--- config.mk ---
export PLATFORM = sky130hd
export DESIGN_NAME = write_verify_ctrl_flat
export DESIGN_NICKNAME = d
export VERILOG_FILES = /design/src/rtl/wv_pkg.sv /design/src/rtl/write_verify_ctrl_if.sv /design/src/rtl/wv_compare.sv /design/src/rtl/write_verify_ctrl.sv /design/src/flat_wrapper.sv
export SDC_FILE = /design/constraint.sdc
export NUM_CORES = 1
export LEC_CHECK = 0
export CAP_MARGIN = 20
export CORE_ASPECT_RATIO = 1.75
export CORE_UTILIZATION = 40
export CTS_CLUSTER_DIAMETER = 40
export DETAILED_ROUTE_END_ITERATION = 6
export GPL_TIMING_DRIVEN = 0
export PLACE_DENSITY = 0.68
export SYNTH_ARGS = -nofsm -noshare
export SYNTH_HDL_FRONTEND = slang
export SYNTH_SLANG_ARGS = --single-unit
--- constraint.sdc ---
create_clock -name sys_clk -period 2.9 [get_ports sys_clk]
set_input_delay 0.58 -clock sys_clk [delete_from_list [all_inputs] [get_ports sys_clk]]
set_output_delay 0.58 -clock sys_clk [all_outputs]
set_load 0.005 [all_outputs]
--- src/rtl/wv_pkg.sv ---
// Shared types and constants for the program-and-verify sequencer that sits
// upstream of mac_level.
package wv_pkg;

    typedef enum logic [2:0] {
        IDLE,
        WR,
        WR_GAP,
        RD,
        CHECK,
        RESP
    } state_e;

    typedef enum logic [1:0] {
        ST_PASS            = 2'b00,
        ST_RETRY_EXHAUSTED = 2'b01,
        ST_OVERSHOOT       = 2'b10,
        ST_TIMEOUT         = 2'b11
    } status_e;

    localparam logic WRITE_MODE = 1'b0;
    localparam logic READ_MODE  = 1'b1;
    localparam logic OP_SET     = 1'b1;
    localparam logic OP_RESET   = 1'b0;

    // Next word-line code: add the step in 9 bits so a wrap can never slip under the ceiling.
    function automatic logic [7:0] step_vwl(input logic [7:0] v,
                                            input logic [7:0] step,
                                            input logic [7:0] vmax);
        logic [8:0] sum;
        sum = {1'b0, v} + {1'b0, step};
        return (sum > {1'b0, vmax}) ? vmax : sum[7:0];
    endfunction

endpackage

--- src/rtl/write_verify_ctrl_if.sv ---
// Command, response and mac_level-facing signals of write_verify_ctrl.
// slave = the controller, master = the host / mac_level side.
interface write_verify_ctrl_if;

    logic       cmd_valid;
    logic       cmd_ready;
    logic [9:0] cmd_addr;
    logic       cmd_op;
    logic [7:0] cmd_target;

    logic       work_en;
    logic       op_mode;
    logic       work_mode;
    logic [9:0] addr_in;
    logic [7:0] v_wl;
    logic       work_down;
    logic [7:0] i_read;

    logic       rsp_valid;
    logic       rsp_ready;
    logic [1:0] rsp_status;
    logic [3:0] rsp_tries;
    logic [7:0] rsp_iread;

    modport slave (
        input  cmd_valid, cmd_addr, cmd_op, cmd_target,
        input  work_down, i_read, rsp_ready,
        output cmd_ready, work_en, op_mode, work_mode, addr_in, v_wl,
        output rsp_valid, rsp_status, rsp_tries, rsp_iread
    );

    modport master (
        output cmd_valid, cmd_addr, cmd_op, cmd_target,
        output work_down, i_read, rsp_ready,
        input  cmd_ready, work_en, op_mode, work_mode, addr_in, v_wl,
        input  rsp_valid, rsp_status, rsp_tries, rsp_iread
    );

endinterface

--- src/rtl/wv_compare.sv ---
// Verify classifier: signed read error against target, tolerance window and
// direction-aware overshoot detection.
module wv_compare
    import wv_pkg::*;
#(
    parameter logic [7:0] TOL = 8'd4
) (
    input  logic [7:0] i_read,
    input  logic [7:0] target,
    input  logic       op,
    output logic       within_tol,
    output logic       overshoot
);

    logic signed [8:0] diff;
    logic signed [8:0] tol_s;

    assign diff  = $signed({1'b0, i_read}) - $signed({1'b0, target});
    assign tol_s = $signed({1'b0, TOL});

    assign within_tol = (diff <= tol_s) && (diff >= -tol_s);

    // A set pulse can only push current up, a reset pulse only down; passing
    // the window in the driven direction cannot be undone by more pulses.
    assign overshoot = ((op == OP_SET)   && (diff >  tol_s)) ||
                       ((op == OP_RESET) && (diff < -tol_s));

endmodule

--- src/rtl/write_verify_ctrl.sv ---
// Command-level program-and-verify sequencer: alternates write and read
// operations on mac_level, stepping v_wl until the read current is in tolerance.
module write_verify_ctrl
    import wv_pkg::*;
#(
    parameter logic [7:0] V_START   = 8'h40,
    parameter logic [7:0] V_STEP    = 8'h08,
    parameter logic [7:0] V_MAX     = 8'hF0,
    parameter logic [7:0] TOL       = 8'd4,
    parameter int         MAX_TRIES = 8,
    parameter int         TIMEOUT   = 1023
) (
    input logic                sys_clk,
    input logic                sys_rst_n,
    write_verify_ctrl_if.slave bus
);

    localparam int CW = $clog2(TIMEOUT + 1);

    state_e        state;
    logic [9:0]    addr_q;
    logic          op_q;
    logic [7:0]    target_q;
    logic [3:0]    tries;
    logic [CW-1:0] tmo_cnt;
    logic          work_en_q;
    logic          work_mode_q;
    logic [7:0]    v_wl_q;
    status_e       status_q;
    logic [7:0]    iread_q;

    logic          within_tol;
    logic          overshoot;
    logic          tmo_hit;

    wv_compare #(.TOL(TOL)) u_cmp (
        .i_read     (iread_q),
        .target     (target_q),
        .op         (op_q),
        .within_tol (within_tol),
        .overshoot  (overshoot)
    );

    // Counter holds cycles already spent in WR/RD, so work_en is high for
    // exactly TIMEOUT cycles before the abort.
    assign tmo_hit = (tmo_cnt == CW'(TIMEOUT - 1));

    always_ff @(posedge sys_clk or negedge sys_rst_n) begin
        if (!sys_rst_n) begin
            state       <= IDLE;
            addr_q      <= '0;
            op_q        <= 1'b0;
            target_q    <= '0;
            tries       <= '0;
            tmo_cnt     <= '0;
            work_en_q   <= 1'b0;
            work_mode_q <= WRITE_MODE;
            v_wl_q      <= V_START;
            status_q    <= ST_PASS;
            iread_q     <= '0;
        end else begin
            case (state)
                IDLE: begin
                    if (bus.cmd_valid) begin
                        addr_q      <= bus.cmd_addr;
                        op_q        <= bus.cmd_op;
                        target_q    <= bus.cmd_target;
                        v_wl_q      <= V_START;
                        tries       <= '0;
                        iread_q     <= '0;
                        tmo_cnt     <= '0;
                        work_en_q   <= 1'b1;
                        work_mode_q <= WRITE_MODE;
                        state       <= WR;
                    end
                end

                WR: begin
                    if (bus.work_down) begin
                        tries     <= tries + 4'd1;
                        work_en_q <= 1'b0;
                        state     <= WR_GAP;
                    end else if (tmo_hit) begin
                        work_en_q <= 1'b0;
                        status_q  <= ST_TIMEOUT;
                        state     <= RESP;
                    end else begin
                        tmo_cnt <= tmo_cnt + 1'b1;
                    end
                end

                WR_GAP: begin
                    work_en_q   <= 1'b1;
                    work_mode_q <= READ_MODE;
                    tmo_cnt     <= '0;
                    state       <= RD;
                end

                RD: begin
                    if (bus.work_down) begin
                        iread_q   <= bus.i_read;
                        work_en_q <= 1'b0;
                        state     <= CHECK;
                    end else if (tmo_hit) begin
                        work_en_q <= 1'b0;
                        status_q  <= ST_TIMEOUT;
                        state     <= RESP;
                    end else begin
                        tmo_cnt <= tmo_cnt + 1'b1;
                    end
                end

                // This cycle doubles as the work_en=0 gap before the next write.
                CHECK: begin
                    if (within_tol) begin
                        status_q <= ST_PASS;
                        state    <= RESP;
                    end else if (overshoot) begin
                        status_q <= ST_OVERSHOOT;
                        state    <= RESP;
                    end else if (tries == 4'(MAX_TRIES)) begin
                        status_q <= ST_RETRY_EXHAUSTED;
                        state    <= RESP;
                    end else begin
                        v_wl_q      <= step_vwl(v_wl_q, V_STEP, V_MAX);
                        work_en_q   <= 1'b1;
                        work_mode_q <= WRITE_MODE;
                        tmo_cnt     <= '0;
                        state       <= WR;
                    end
                end

                RESP: begin
                    if (bus.rsp_ready) state <= IDLE;
                end

                default: state <= IDLE;
            endcase
        end
    end

    assign bus.cmd_ready  = (state == IDLE);
    assign bus.work_en    = work_en_q;
    assign bus.op_mode    = op_q;
    assign bus.work_mode  = work_mode_q;
    assign bus.addr_in    = addr_q;
    assign bus.v_wl       = v_wl_q;
    assign bus.rsp_valid  = (state == RESP);
    assign bus.rsp_status = status_q;
    assign bus.rsp_tries  = tries;
    assign bus.rsp_iread  = iread_q;

endmodule

--- src/flat_wrapper.sv ---
// flat-port wrapper written by rule: the top's interface ports become plain ports
module write_verify_ctrl_flat import wv_pkg::*;
#(
    parameter logic [7:0] V_START   = 8'h40,
    parameter logic [7:0] V_STEP    = 8'h08,
    parameter logic [7:0] V_MAX     = 8'hF0,
    parameter logic [7:0] TOL       = 8'd4,
    parameter int         MAX_TRIES = 8,
    parameter int         TIMEOUT   = 1023
)
  (sys_clk, sys_rst_n, bus_cmd_valid, bus_cmd_addr, bus_cmd_op, bus_cmd_target, bus_work_down, bus_i_read, bus_rsp_ready, bus_cmd_ready, bus_work_en, bus_op_mode, bus_work_mode, bus_addr_in, bus_v_wl, bus_rsp_valid, bus_rsp_status, bus_rsp_tries, bus_rsp_iread);
  write_verify_ctrl_if bus_i ();
  input logic sys_clk;
  input logic sys_rst_n;
  input wire logic [$bits(bus_i.cmd_valid)-1:0] bus_cmd_valid;
  input wire logic [$bits(bus_i.cmd_addr)-1:0] bus_cmd_addr;
  input wire logic [$bits(bus_i.cmd_op)-1:0] bus_cmd_op;
  input wire logic [$bits(bus_i.cmd_target)-1:0] bus_cmd_target;
  input wire logic [$bits(bus_i.work_down)-1:0] bus_work_down;
  input wire logic [$bits(bus_i.i_read)-1:0] bus_i_read;
  input wire logic [$bits(bus_i.rsp_ready)-1:0] bus_rsp_ready;
  output wire logic [$bits(bus_i.cmd_ready)-1:0] bus_cmd_ready;
  output wire logic [$bits(bus_i.work_en)-1:0] bus_work_en;
  output wire logic [$bits(bus_i.op_mode)-1:0] bus_op_mode;
  output wire logic [$bits(bus_i.work_mode)-1:0] bus_work_mode;
  output wire logic [$bits(bus_i.addr_in)-1:0] bus_addr_in;
  output wire logic [$bits(bus_i.v_wl)-1:0] bus_v_wl;
  output wire logic [$bits(bus_i.rsp_valid)-1:0] bus_rsp_valid;
  output wire logic [$bits(bus_i.rsp_status)-1:0] bus_rsp_status;
  output wire logic [$bits(bus_i.rsp_tries)-1:0] bus_rsp_tries;
  output wire logic [$bits(bus_i.rsp_iread)-1:0] bus_rsp_iread;
  assign bus_i.cmd_valid = bus_cmd_valid;
  assign bus_i.cmd_addr = bus_cmd_addr;
  assign bus_i.cmd_op = bus_cmd_op;
  assign bus_i.cmd_target = bus_cmd_target;
  assign bus_i.work_down = bus_work_down;
  assign bus_i.i_read = bus_i_read;
  assign bus_i.rsp_ready = bus_rsp_ready;
  assign bus_cmd_ready = bus_i.cmd_ready;
  assign bus_work_en = bus_i.work_en;
  assign bus_op_mode = bus_i.op_mode;
  assign bus_work_mode = bus_i.work_mode;
  assign bus_addr_in = bus_i.addr_in;
  assign bus_v_wl = bus_i.v_wl;
  assign bus_rsp_valid = bus_i.rsp_valid;
  assign bus_rsp_status = bus_i.rsp_status;
  assign bus_rsp_tries = bus_i.rsp_tries;
  assign bus_rsp_iread = bus_i.rsp_iread;
  write_verify_ctrl #(.V_START(V_START), .V_STEP(V_STEP), .V_MAX(V_MAX), .TOL(TOL), .MAX_TRIES(MAX_TRIES), .TIMEOUT(TIMEOUT)) u_core (.sys_clk(sys_clk), .sys_rst_n(sys_rst_n), .bus(bus_i));
endmodule
Word level (Yosys, flattened, before mapping)
Cells that the tools add are included.
{"block": "op_classes", "addsub": 4, "bitwise_logic": 1, "reduce_logical": 21, "n_mux": 46, "order_cmp": 5, "eq_ne": 19}
{"op": "10-bit 2-to-1 mux", "count": 6}
{"op": "8-bit 2-to-1 mux", "count": 7}
{"op": "10-bit case mux with 4 select lines", "count": 1}
{"op": "8-bit case mux with 2 select lines", "count": 2}
{"op": "3-bit 2-to-1 mux", "count": 8}
{"op": "2-bit != test (second input constant)", "count": 9}
{"op": "3-bit case mux with 6 select lines", "count": 1}
{"op": "10-bit by 1-bit adder with 10-bit output (second input constant)", "count": 1}
{"op": "10-bit == test (second input constant)", "count": 1}
{"op": "1-bit 2-to-1 mux", "count": 10}
{"op": "2-bit 2-to-1 mux", "count": 5}
{"op": "5-bit AND reduction", "count": 2}
{"op": "8-bit by 4-bit adder with 9-bit output (second input constant)", "count": 1}
{"op": "9-bit by 3-bit greater-or-equal comparator with 1-bit output (second input constant)", "count": 1}
{"op": "9-bit by 4-bit > comparator with 1-bit output (second input constant)", "count": 1}
{"op": "9-bit by 8-bit > comparator with 1-bit output (second input constant)", "count": 1}
{"op": "9-bit by 4-bit <= comparator with 1-bit output (second input constant)", "count": 1}
{"op": "9-bit by 3-bit < comparator with 1-bit output (second input constant)", "count": 1}
{"op": "8-bit by 8-bit subtractor with 9-bit output", "count": 1}
{"op": "4-bit 2-to-1 mux", "count": 2}
{"op": "4-bit case mux with 2 select lines", "count": 1}
{"op": "2-bit nonzero test", "count": 4}
{"op": "7-bit AND reduction", "count": 1}
{"op": "3-bit by 2-bit == test with 1-bit output (second input constant)", "count": 2}
{"op": "other kinds (21)", "count": 26}
{"block": "word_totals", "in_bits": 32, "regBits": 56, "elab_cells": 107, "out_inout_bits": 37}

Longest topological paths before layout
Gate-level depths: netlist of run 1.
{"block": "depth", "ltp_word": 7, "depth_mapped": 13}

Cells and area by module
From an unflattened synthesis of run 1, not the netlist that was laid out.
{"block": "unflattened", "hier_cells": 334, "area_unflattened_um2": 3338.2}
{"mod": "write_verify_ctrl", "cells_each": 254, "n_inst": 1, "area_per_inst_um2": 2730.1}
{"mod": "wv_compare", "cells_each": 80, "n_inst": 1, "area_per_inst_um2": 608.1}

Worst setup path after synthesis of run 1
OpenSTA, ideal clock, no wires.
{"block": "synth_path", "kind": "flip-flop to flip-flop", "from": "register u_core.iread_q[0], in the netlist u_core.bus.rsp_iread[0]", "to": "register u_core.status_q[1], in the netlist u_core.bus.rsp_status[1]", "period_less_slack_ps": 3022, "path_stages_with_launch": 14, "setup_ps": 128, "setup_slack_ps": -122, "arrival_time_ps": 2894, "path_buffers": 1, "path_cell_list": "dfrtp_1 > inv_1 > ha_1 > inv_1 > fa_1 > a21o_1 > a221oi_2 > xnor2_1 > nand4_1 > or3_1 > a41o_1 > buf_6 > a21oi_4 > mux2_1"}
{"block": "synth_via", "elab_chain_cells": 7}
{"item": "start: declaration", "line": "write_verify_ctrl.sv:30", "source": "logic [7:0] iread_q;"}
{"item": "start signal: assignment", "line": "write_verify_ctrl.sv:101", "source": "iread_q <= bus.i_read;"}
{"item": "8-bit by 8-bit subtractor with 9-bit output *", "line": "wv_compare.sv:18", "source": "assign diff = $signed({1'b0, i_read}) - $signed({1'b0, target});"}
{"item": "9-bit by 4-bit > comparator with 1-bit output / 9-bit by 3-bit < comparator with 1-bit output (equally long branches)", "line": "wv_compare.sv:25, wv_compare.sv:26"}
{"item": "1-bit logical AND, on equally long branches", "line": "wv_compare.sv:25, wv_compare.sv:26"}
{"item": "1-bit logical OR", "line": "wv_compare.sv:25", "source": "assign overshoot = ((op == OP_SET) && (diff > tol_s)) ||"}
{"item": "2-bit 2-to-1 mux", "line": "write_verify_ctrl.sv:118", "source": "end else if (overshoot) begin"}
{"item": "2-bit 2-to-1 mux", "line": "write_verify_ctrl.sv:115", "source": "if (within_tol) begin"}
{"item": "2-bit case mux with 2 select lines", "line": "write_verify_ctrl.sv:62", "source": "case (state)"}
{"item": "end signal: assignment", "line": "write_verify_ctrl.sv:116", "source": "status_q <= ST_PASS;"}
{"item": "end signal: assignment", "line": "write_verify_ctrl.sv:119", "source": "status_q <= ST_OVERSHOOT;"}
{"item": "end signal: assignment", "line": "write_verify_ctrl.sv:122", "source": "status_q <= ST_RETRY_EXHAUSTED;"}
{"item": "end: declaration", "line": "write_verify_ctrl.sv:29", "source": "status_e status_q;"}
Mark *: on every way between the ends. The rest lies on a longest branch, timed or not.
A chain may end at the register's enable or synchronous reset.

Worst setup path in the final report of run 1
Ends and elaborated chain as after synthesis.

==> impl_metrics.csv, run 1 <==
group,metric,value,unit
timing,finalHoldViolations,0,
clock_tree,cts_tree,"yes",
floorplanning,die_w,68.7,um
setup_path,required,3.08,ns
clock_tree,cts_buffer_depth,2,
timing,maxSlewHeadroom,55.3,%
run_status,status,"finished with violations",
timing,setup_viol,12,
synth,synthCells,356,
routing,drt_iter0_markers,177,
setup_path,cp.arrival,3.22,ns
timing,rsz0062_at_grt,"yes",
synth,async_flop_share,100,%
clock_tree,numClockSinks,53,
clock_tree,clock_latency,0.29,ns
setup_path,cp-startpoint,"u_core.bus.rsp_iread[0]",
floorplanning,start_util,41.2,%
run_status,violations,"negative setup slack",
routing,wl_per_cell,14.7,um
grt,grt_overflow,0,
setup_path,cp_max_fo,3,
clock_tree,cts_hold_buffers,0,
pwr,total_power,4830,uW
clock_tree,clockRootBuffer,"clkbuf_16",
synth,synth_flop_cell,"dfrtp_1",
finish,area_growth,35.8,%
clock_tree,cts-htree-levels,2,
pwr,ir_worst_vdd,0.000418,V
routing,drtPass1Iterations,4,
finish,final_cell_mix,"nand2_1 (68), clkdlybuf4s50_1 (64), dfrtp_1 (52)",
placed_design,io_buffers,65,
setup_path,crit_slowest_cell,"dfrtp_1",
placed_design,dpl.hpwl,5690,um
routing,viasPerCell,5.31,
setup_path,cp_cell_sequence,"inv_2 > ha_4 > inv_2 > fa_2 > a21o_1 > a221oi_4 > xnor2_2 > nand4_1 > or3_4 > a41o_1 > buf_6 > a21oi_4 > mux2_4",
grt,grt_usage,20.5,%
timing,fin_ws,-0.138,ns
finish,drive_gt1_share,13.0,%
setup_path,crit_path_end_kind,"flop",
finish,diodes,0,
floorplanning,core_area,7570,um^2
setup_path,start_kind,"flop",
synth,syn_area,3110,um^2
floorplanning,dieArea,8160,um^2
timing,clock_skew,0.00628,ns
timing,finalCriticalPeriod,3.04,ns
setup_path,crit_top_cell,"inv_2",
setup_path,cp_slowest_stage_delay,0.40,ns
routing,vias,2806,
setup_path,r2r-start,"u_core.bus.rsp_iread[0]",
grt,grt_max_degree,29,
synth,yosysTopAreaCell,"dfrtp_1",
synth,synth_edf_count,0,
floorplanning,die_h,119,um
pwr,leakage,0.00187,uW
floorplanning,fp-row-count,42,
synth,ys_types,57,
timing,slew_violations,0,
synth,seq_area_frac_synth,42.6,%
timing,tns,-0.774,ns
timing,fmax,329,MHz
synth,synth_seq_cells,53,
setup_path,critPathKind,"flop to flop",
finish,final_nets,487,
routing,ant_nets,0,
worst_hold_path,hp-class,"input pin to asynchronous set/reset pin",
clock_tree,numCtsBuffers,5,
grt,grt_pass1_vias,2753,
finish,fillers,719,
synth,yosysWarnings,0,
grt,grt_pass1_wl,12600,um
routing,drc,0,
timing,fin_crit_sh,105,%
timing,worst_slew_pin_slew,0.668,ns
finish,mostFrequentLayoutCell,"nand2_1",
synth,synth_top_area_share,41.8,%
placed_design,gp_routability_congestion,0.842,
run,drv_cap,0,
synth,synth_area_leaders,"dfrtp_1 (42%), nand2_1 (8.2%), ha_1 (5.6%)",
pwr,power.density,1140,nW/um^2
routing,wl,7750,um
synth,syn_area_per_cell,8.75,um^2
grt,antenna_found_initial,0,
floorplanning,io_pins,69,
clock_tree,path_clk_slew,0.07,ns
## where the power goes
part | total (uW) | leakage (uW) | switching, uW | internal, uW
Combinational | 2900 | 0.00113 | 1490 | 1410
Sequential | 1340 | 0.000672 | 277 | 1060
Clock | 598 | 0.0000700 | 258 | 340
## Yosys cell counts, types with 3 or more instances
library cell,number
a21oi_1,12
ha_1,14
dfrtp_1,52
o21ai_0,23
a31oi_1,11
a21o_1,4
nand2b_1,5
xor2_1,7
nand2_1,68
and3_1,3
clkbuf_1,11
nor3b_1,3
nand3_1,7
buf_4,3
o21ai_1,7
mux2i_1,4
buf_6,3
or3_1,4
nor2_1,13
inv_1,29
nor3_1,14
or2_2,4
a211oi_1,5
nor2b_1,3
nand4_1,6
## routing by layer
metal,up-vias,GRT usage (%),part of all wire [%]
li1,1402,-,-
met1,1341,24.3,42
met2,50,35.1,53
met3,13,3.19,2.5
met4,0,8.67,2.6
met5,-,0,0
## timing repair
action	4_1_cts	5_1_grt
endpoints found under the setup margin	18	28
setup buffers	8	1
cloned	1	0
resized for setup	16	12
pin swaps	13	7
## layout make-up
class	count	area, um^2	share of cell area [%]
inverters	29	109	2.57
well taps	88	110	2.60
flip-flops and latches	53	1330	31.4
repair buffers	75	741	17.5
plain buffers	17	92.6	2.19
clock buffers	7	143	3.37
multi-input cells	259	1710	40.3
## state kept, by name, summed over array words and instances (netlist names)
signal	cells
u_core.bus.addr_in	10
u_core.tmo_cnt	10
u_core.bus.rsp_iread	8
u_core.target_q	8
u_core.bus.v_wl	5
u_core.bus.rsp_tries	4
u_core.state	3
u_core.bus.rsp_status	2
u_core.bus.op_mode	1
u_core.bus.work_en	1
u_core.bus.work_mode	1
## worst paths after layout
check	end	depth (start not counted)	slack (ns)
hold / removal	u_core.bus.rsp_iread[2]	1	0.30
min in group sys_clk	u_core.bus.addr_in[5]	2	0.47
max in group asynchronous	u_core.tmo_cnt[5]	2	2.03
setup reg to reg	u_core.bus.rsp_status[1]	13	-0.14
setup / recovery	u_core.bus.rsp_status[1]	13	-0.14
hold reg to reg	u_core.bus.addr_in[5]	2	0.47
## metrics by stage
step	util [%]	setup WS [ns]	hold slack (ns)	std cells	cell area, um^2
CTS	55.0	-0.179	0.321	527	4160
global placement	51.3	-0.460	0.458	511	3880
detailed placement	51.5	-0.223	0.464	512	3900
floorplan	-	-0.0236	0.284	358	3120
finish	55.9	-0.138	0.297	528	4230
global route	55.9	-0.214	0.360	528	4230
## worst max-delay path, delay by kind of cell (launching register included)
family | cells | cell delay [ns]
buffers and inverters | 3 | 0.26
flip-flops | 1 | 0.40
AO/OA/AOI/OAI | 4 | 0.88
adder cells (fa/ha/maj) | 2 | 0.46
AND/OR/NAND/NOR | 2 | 0.44
XOR/XNOR | 1 | 0.17
multiplexers | 1 | 0.31
## kinds of logic (layout without fill, tap and decap cells)
group	count (synthesis)	count (layout)	synth area share, %
adders and majority gates	15	15	6.27
buffers and inverters	47	128	6.79
xor gates and xnor gates	9	9	2.53
DFF	53	53	42.6
AOI/OAI and AO/OA	86	87	18.4
other	1	3	0.120
and+or+nand+nor	140	140	21.6
muxes	5	5	1.65
Power figures use the tool's default switching activity.
==> inputs of run 2 (changes only) <==
--- a/config.mk
+++ b/config.mk
@@ -10,6 +10,7 @@
 export CORE_UTILIZATION = 40
 export CTS_CLUSTER_DIAMETER = 40
 export DETAILED_ROUTE_END_ITERATION = 6
+export GPL_ROUTABILITY_DRIVEN = 0
 export GPL_TIMING_DRIVEN = 0
 export PLACE_DENSITY = 0.68
 export SYNTH_ARGS = -nofsm -noshare
==> results of run 2 <==
Same layout as run 1: the final DEF is identical, and so are final timing and power.
==> patch 1: new RTL, settings of run 2 <==
Encoding of `state_e`: now Gray code (3 bits for 6 states).
--- a/src/rtl/wv_pkg.sv
+++ b/src/rtl/wv_pkg.sv
@@ -4,10 +4,10 @@
 
     typedef enum logic [2:0] {
-        IDLE,
-        WR,
-        WR_GAP,
-        RD,
-        CHECK,
-        RESP
+        IDLE   = 3'b000,
+        WR     = 3'b001,
+        WR_GAP = 3'b011,
+        RD     = 3'b010,
+        CHECK  = 3'b110,
+        RESP   = 3'b111
     } state_e;
 
Function: no difference found for any inputs over 10 cycles, from zero or initial values and one cycle with sys_rst_n low; not proved beyond that.
==> patch 1 against run 2 <==
- the run still ends with negative setup slack left
- global-route usage rose by 1.7 points
- routed wire length increased by 9.5%
- worst hold slack got worse by 0.089 ns
- synthesized cell count grew 2.8%
- count of clock-buffer cells in the layout is 2 lower
- sequential cell count did not move
- design area rose by 1.0%
- setup slack gained 0.069 ns
- cell count is 3.0% higher
- area after synthesis shrank 1.1%
- total power decreased by 7.4%
==> patch 1: results (changes against run 2) <==
sta:
  maxSlewHeadroom: 0.492  # was 0.553
  layout_setup_ws_ns: -0.0683  # was -0.138 ns
  setup_viol: 17  # was 12
  tns_ns: -0.446  # was -0.774 ns
detailed_routing:
  firstDrtPassIters: 5  # was 4
  drt_wl_total_um: 8490  # was 7750 um
  wl_met3_um: 307  # was 192 um
  dr_wl_met2_um: 4720  # was 4130 um
setup_path:
  critPathTopFamily: "simple AND/OR/NAND/NOR gates"  # was compound AO/OA/AOI/OAI gates
  slowest_delay_ns: 0.50  # was 0.40 ns
synth:
  yosys.area_share.xor_xnor: 0.0256  # was 0.0253
  ys_types: 53  # was 57
  synthAdderAreaFrac: 0.0634  # was 0.0627
  synth_commonest_cells: "nand2_1, dfrtp_1, o21ai_0"  # was nand2_1, dfrtp_1, inv_1
  synth-compound-area-share: 0.177  # was 0.184
pwr:
  p_leak_nw: 1.83  # was 1.87 nW
  vdd_drop_max_v: 0.000397  # was 0.000418 V
  p_int_mw: 2.64  # was 2.81 mW
  seqPwrFrac: 0.266  # was 0.277
  combPwrFrac: 0.563  # was 0.599
cells_and_area:
  nNonClkBuffers: 95  # was 92
  nMultiInputCombCells: 271  # was 259
  flops_and_latches: 53  # unchanged
  nonClkBufAreaFrac: 0.200  # was 0.197
  nets: 502  # was 487
  final-clk-cell-share: 0.0445  # was 0.0337
global_route:
  grt_pass1_wl_um: 13300  # was 12600 um
  track_usage: 0.222  # was 0.205
placement:
  post-dp-hpwl_um: 6180  # was 5690 um
  pre_cts_slack_ns: -0.487  # was -0.223 ns
  placed_area_um2: 3880  # was 3900 um^2
run_status:
  violations: "negative setup slack"  # unchanged
  status: "finished with violations"  # unchanged
==> patch 1: repair_timing <==
action,in CTS,in global routing
gates cloned,1,0
setup endpoints to repair,21,21
pin swaps,5,6
resized for setup,19,8
buffers inserted,7,5
endpoints found under the hold margin,0,0
==> patch 1: worst register-to-register path: stages, from the launching register on <==
cell and delay [ns]:
dfrtp_1 0.40, inv_2 0.08, ha_4 0.14, inv_2 0.04
fa_2 0.39, a211oi_2 0.25, xor2_1 0.13, o31a_1 0.26
or4_4 0.50, o21ai_4 0.23, nor3_4 0.06, or3_1 0.37
==> patch 1: routing by layer <==
layer	track usage	vias to the layer above
met5	0	-
met4	0.128	0
met3	0.0397	27
met2	0.390	77
met1	0.232	1429
li1	-	1438
==> patch 1: final timing paths <==
| path | startpoint | endpoint | cells after the start |
|---|---|---|---|
| max | u_core.bus.rsp_iread[0]$_DFFE_PN0P_ | u_core.bus.work_en$_DFFE_PN0P_ | 11 |
| min | sys_rst_n | u_core.bus.rsp_iread[3]$_DFFE_PN0P_ | 1 |
| max reg2reg | u_core.bus.rsp_iread[0]$_DFFE_PN0P_ | u_core.bus.work_en$_DFFE_PN0P_ | 11 |
| min reg2reg | u_core.bus.addr_in[2]$_DFFE_PN0P_ | u_core.bus.addr_in[2]$_DFFE_PN0P_ | 2 |
| max in group asynchronous | sys_rst_n | u_core.bus.v_wl[6]$_DFFE_PN1P_ | 2 |
| min in group sys_clk | u_core.bus.addr_in[2]$_DFFE_PN0P_ | u_core.bus.addr_in[2]$_DFFE_PN0P_ | 2 |
==> patch 1: per-stage QoR <==
stage	util	cells	hold WS (ns)
final	0.568	544	0.209
after CTS	0.556	539	0.219
after global routing	0.568	544	0.235
after detailed placement	0.516	523	0.469
after floorplan	-	368	0.284
after global placement	0.513	521	0.460
==> patch 2: new RTL, settings of run 2 <==
Without the edit above. `WRITE_MODE`: 1'b0 -> 1'b1.
--- a/src/rtl/wv_pkg.sv
+++ b/src/rtl/wv_pkg.sv
@@ -19,5 +19,5 @@
     } status_e;
 
-    localparam logic WRITE_MODE = 1'b0;
+    localparam logic WRITE_MODE = 1'b1;
     localparam logic READ_MODE  = 1'b1;
     localparam logic OP_SET     = 1'b1;
Formal check against the unedited RTL: not equivalent (Yosys sat finds a counterexample within 4 cycles, from zero or initial values and one cycle with sys_rst_n low).
==> patch 2 against run 2 <==
- the flow still finishes with violations (negative setup slack)
- largest cell class unchanged
- sequential power is 7% lower
- routed wire length is 19% higher
- total power is 0.31% lower
- design area is 4.3% higher
- area after synthesis is 4.5% higher
- clock skew is 0.0013 ns higher
- sequential cell count is 1 lower
- setup slack worse by 0.13 ns
- die area is 4.4% higher
- global-route usage is 1.4 points higher
- synthesized cell count is 6.7% higher
- critical endpoint is now u_core.tmo_cnt[6]$_DFFE_PN0P_
==> patch 2: results (changes against run 2) <==
run_status:
  status: "finished with violations"  # unchanged
  violations: "negative setup slack"  # unchanged
pwr:
  p_leak_nw: 1.89  # was 1.87 nW
  p_seq_mw: 1.25  # was 1.34 mW
  pwr-share-clk: 0.132  # was 0.124
  p_switching_mw: 2.09  # was 2.02 mW
  p_per_area_nw_per_um2: 1090  # was 1140 nW/um^2
  vdd_drop_max_v: 0.000409  # was 0.000418 V
cells_and_area:
  fillers: 729  # was 719
  nets: 512  # was 487
  drive_gt1_frac: 0.150  # was 0.130
global_route:
  met2_usage: 0.407  # was 0.351
  track_usage: 0.219  # was 0.205
  grt_pass1_wl_um: 14400  # was 12600 um
  use_met1: 0.217  # was 0.243
  met3_usage: 0.0382  # was 0.0319
  grt_pass1_vias: 2983  # was 2753
  grt_max_degree: 34  # was 29
synth:
  avgSynthCellArea_um2: 8.56  # was 8.75 um^2
  synth-compound-area-share: 0.208  # was 0.184
  muxShareOfSynthArea: 0.0227  # was 0.0165
  synthAdderAreaFrac: 0.0600  # was 0.0627
  yosys.area_share.xor_xnor: 0.0242  # was 0.0253
  ys_types: 67  # was 57
  synthTopCellsByArea: "dfrtp_1, nand2_1, ha_1"  # unchanged
  ys_seq_area_frac: 0.400  # was 0.426
setup_path:
  cp_slowest_cell: "dfrtp_1"  # unchanged
  rr_worst_depth: 12  # was 13
  slowest_delay_ns: 0.42  # was 0.40 ns
  critPathTopFamily: "compound AO/OA/AOI/OAI gates"  # unchanged
sta:
  setup_viol: 18  # was 12
  finClkSkew_ns: 0.00763  # was 0.00628 ns
  layout_setup_ws_ns: -0.265  # was -0.138 ns
  maxSlewHeadroom: 0.486  # was 0.553
detailed_routing:
  first_iter_violations: 171  # was 177
  wl_per_cell_um: 16.6  # was 14.7 um
placement:
  portBuffers: 63  # was 65
  placed_area_um2: 4030  # was 3900 um^2
  pre_cts_slack_ns: -0.276  # was -0.223 ns
  post-dp-hpwl_um: 6690  # was 5690 um
cts:
  cts_setup_buffers: 5  # was 8
  ctsResizeCount: 25  # was 16
-- patch 2: kinds of logic (layout without fill, tap and decap cells) --
family                     Yosys count  count (layout)
other                                2               4
adders and majority gates           15              15
buffers and inverters               40             124
xor gates and xnor gates             9               9
muxes                                7               7
DFF                                 52              52
and+or+nand+nor                    161             161
AOI/OAI and AO/OA                   94              94
-- patch 2: metal layers --
layer	vias up	wire [um]
met2	81	5200
met4	0	444
met5	-	0
li1	1492	-
met1	1478	3280
met3	36	273
-- patch 2: final timing paths --
path	start	to	slack (ns)
max	u_core.bus.rsp_iread[0]$_DFFE_PN0P_	u_core.tmo_cnt[6]$_DFFE_PN0P_	-0.27
min	sys_rst_n	u_core.bus.addr_in[7]$_DFFE_PN0P_	0.23
max reg2reg	u_core.bus.rsp_iread[0]$_DFFE_PN0P_	u_core.tmo_cnt[6]$_DFFE_PN0P_	-0.27
min reg2reg	u_core.bus.addr_in[4]$_DFFE_PN0P_	u_core.bus.addr_in[4]$_DFFE_PN0P_	0.48
max in group asynchronous	sys_rst_n	u_core.bus.v_wl[6]$_DFFE_PN1P_	2.05
min in group sys_clk	u_core.bus.addr_in[4]$_DFFE_PN0P_	u_core.bus.addr_in[4]$_DFFE_PN0P_	0.48
-- patch 2: stage by stage --
step | TNS, ns | power [mW] | cells
CTS | -2.47 | 4.61 | 551
finish | -3.59 | 4.82 | 556
global route | -5.67 | 5.16 | 556
global placement | -25.21 | 3.65 | 535
floorplan | 0 | 2.86 | 382
detailed placement | -3.89 | 3.73 | 536
-- patch 2: cell type report --
type                    instances  share of cell area
well taps                      90              0.0255
clock buffers                   5              0.0284
clock inverters                 3             0.00624
multi-input cells             290               0.430
plain buffers                  20              0.0250
repair buffers                 76               0.172
inverters                      20              0.0170
flip-flops and latches         52               0.295
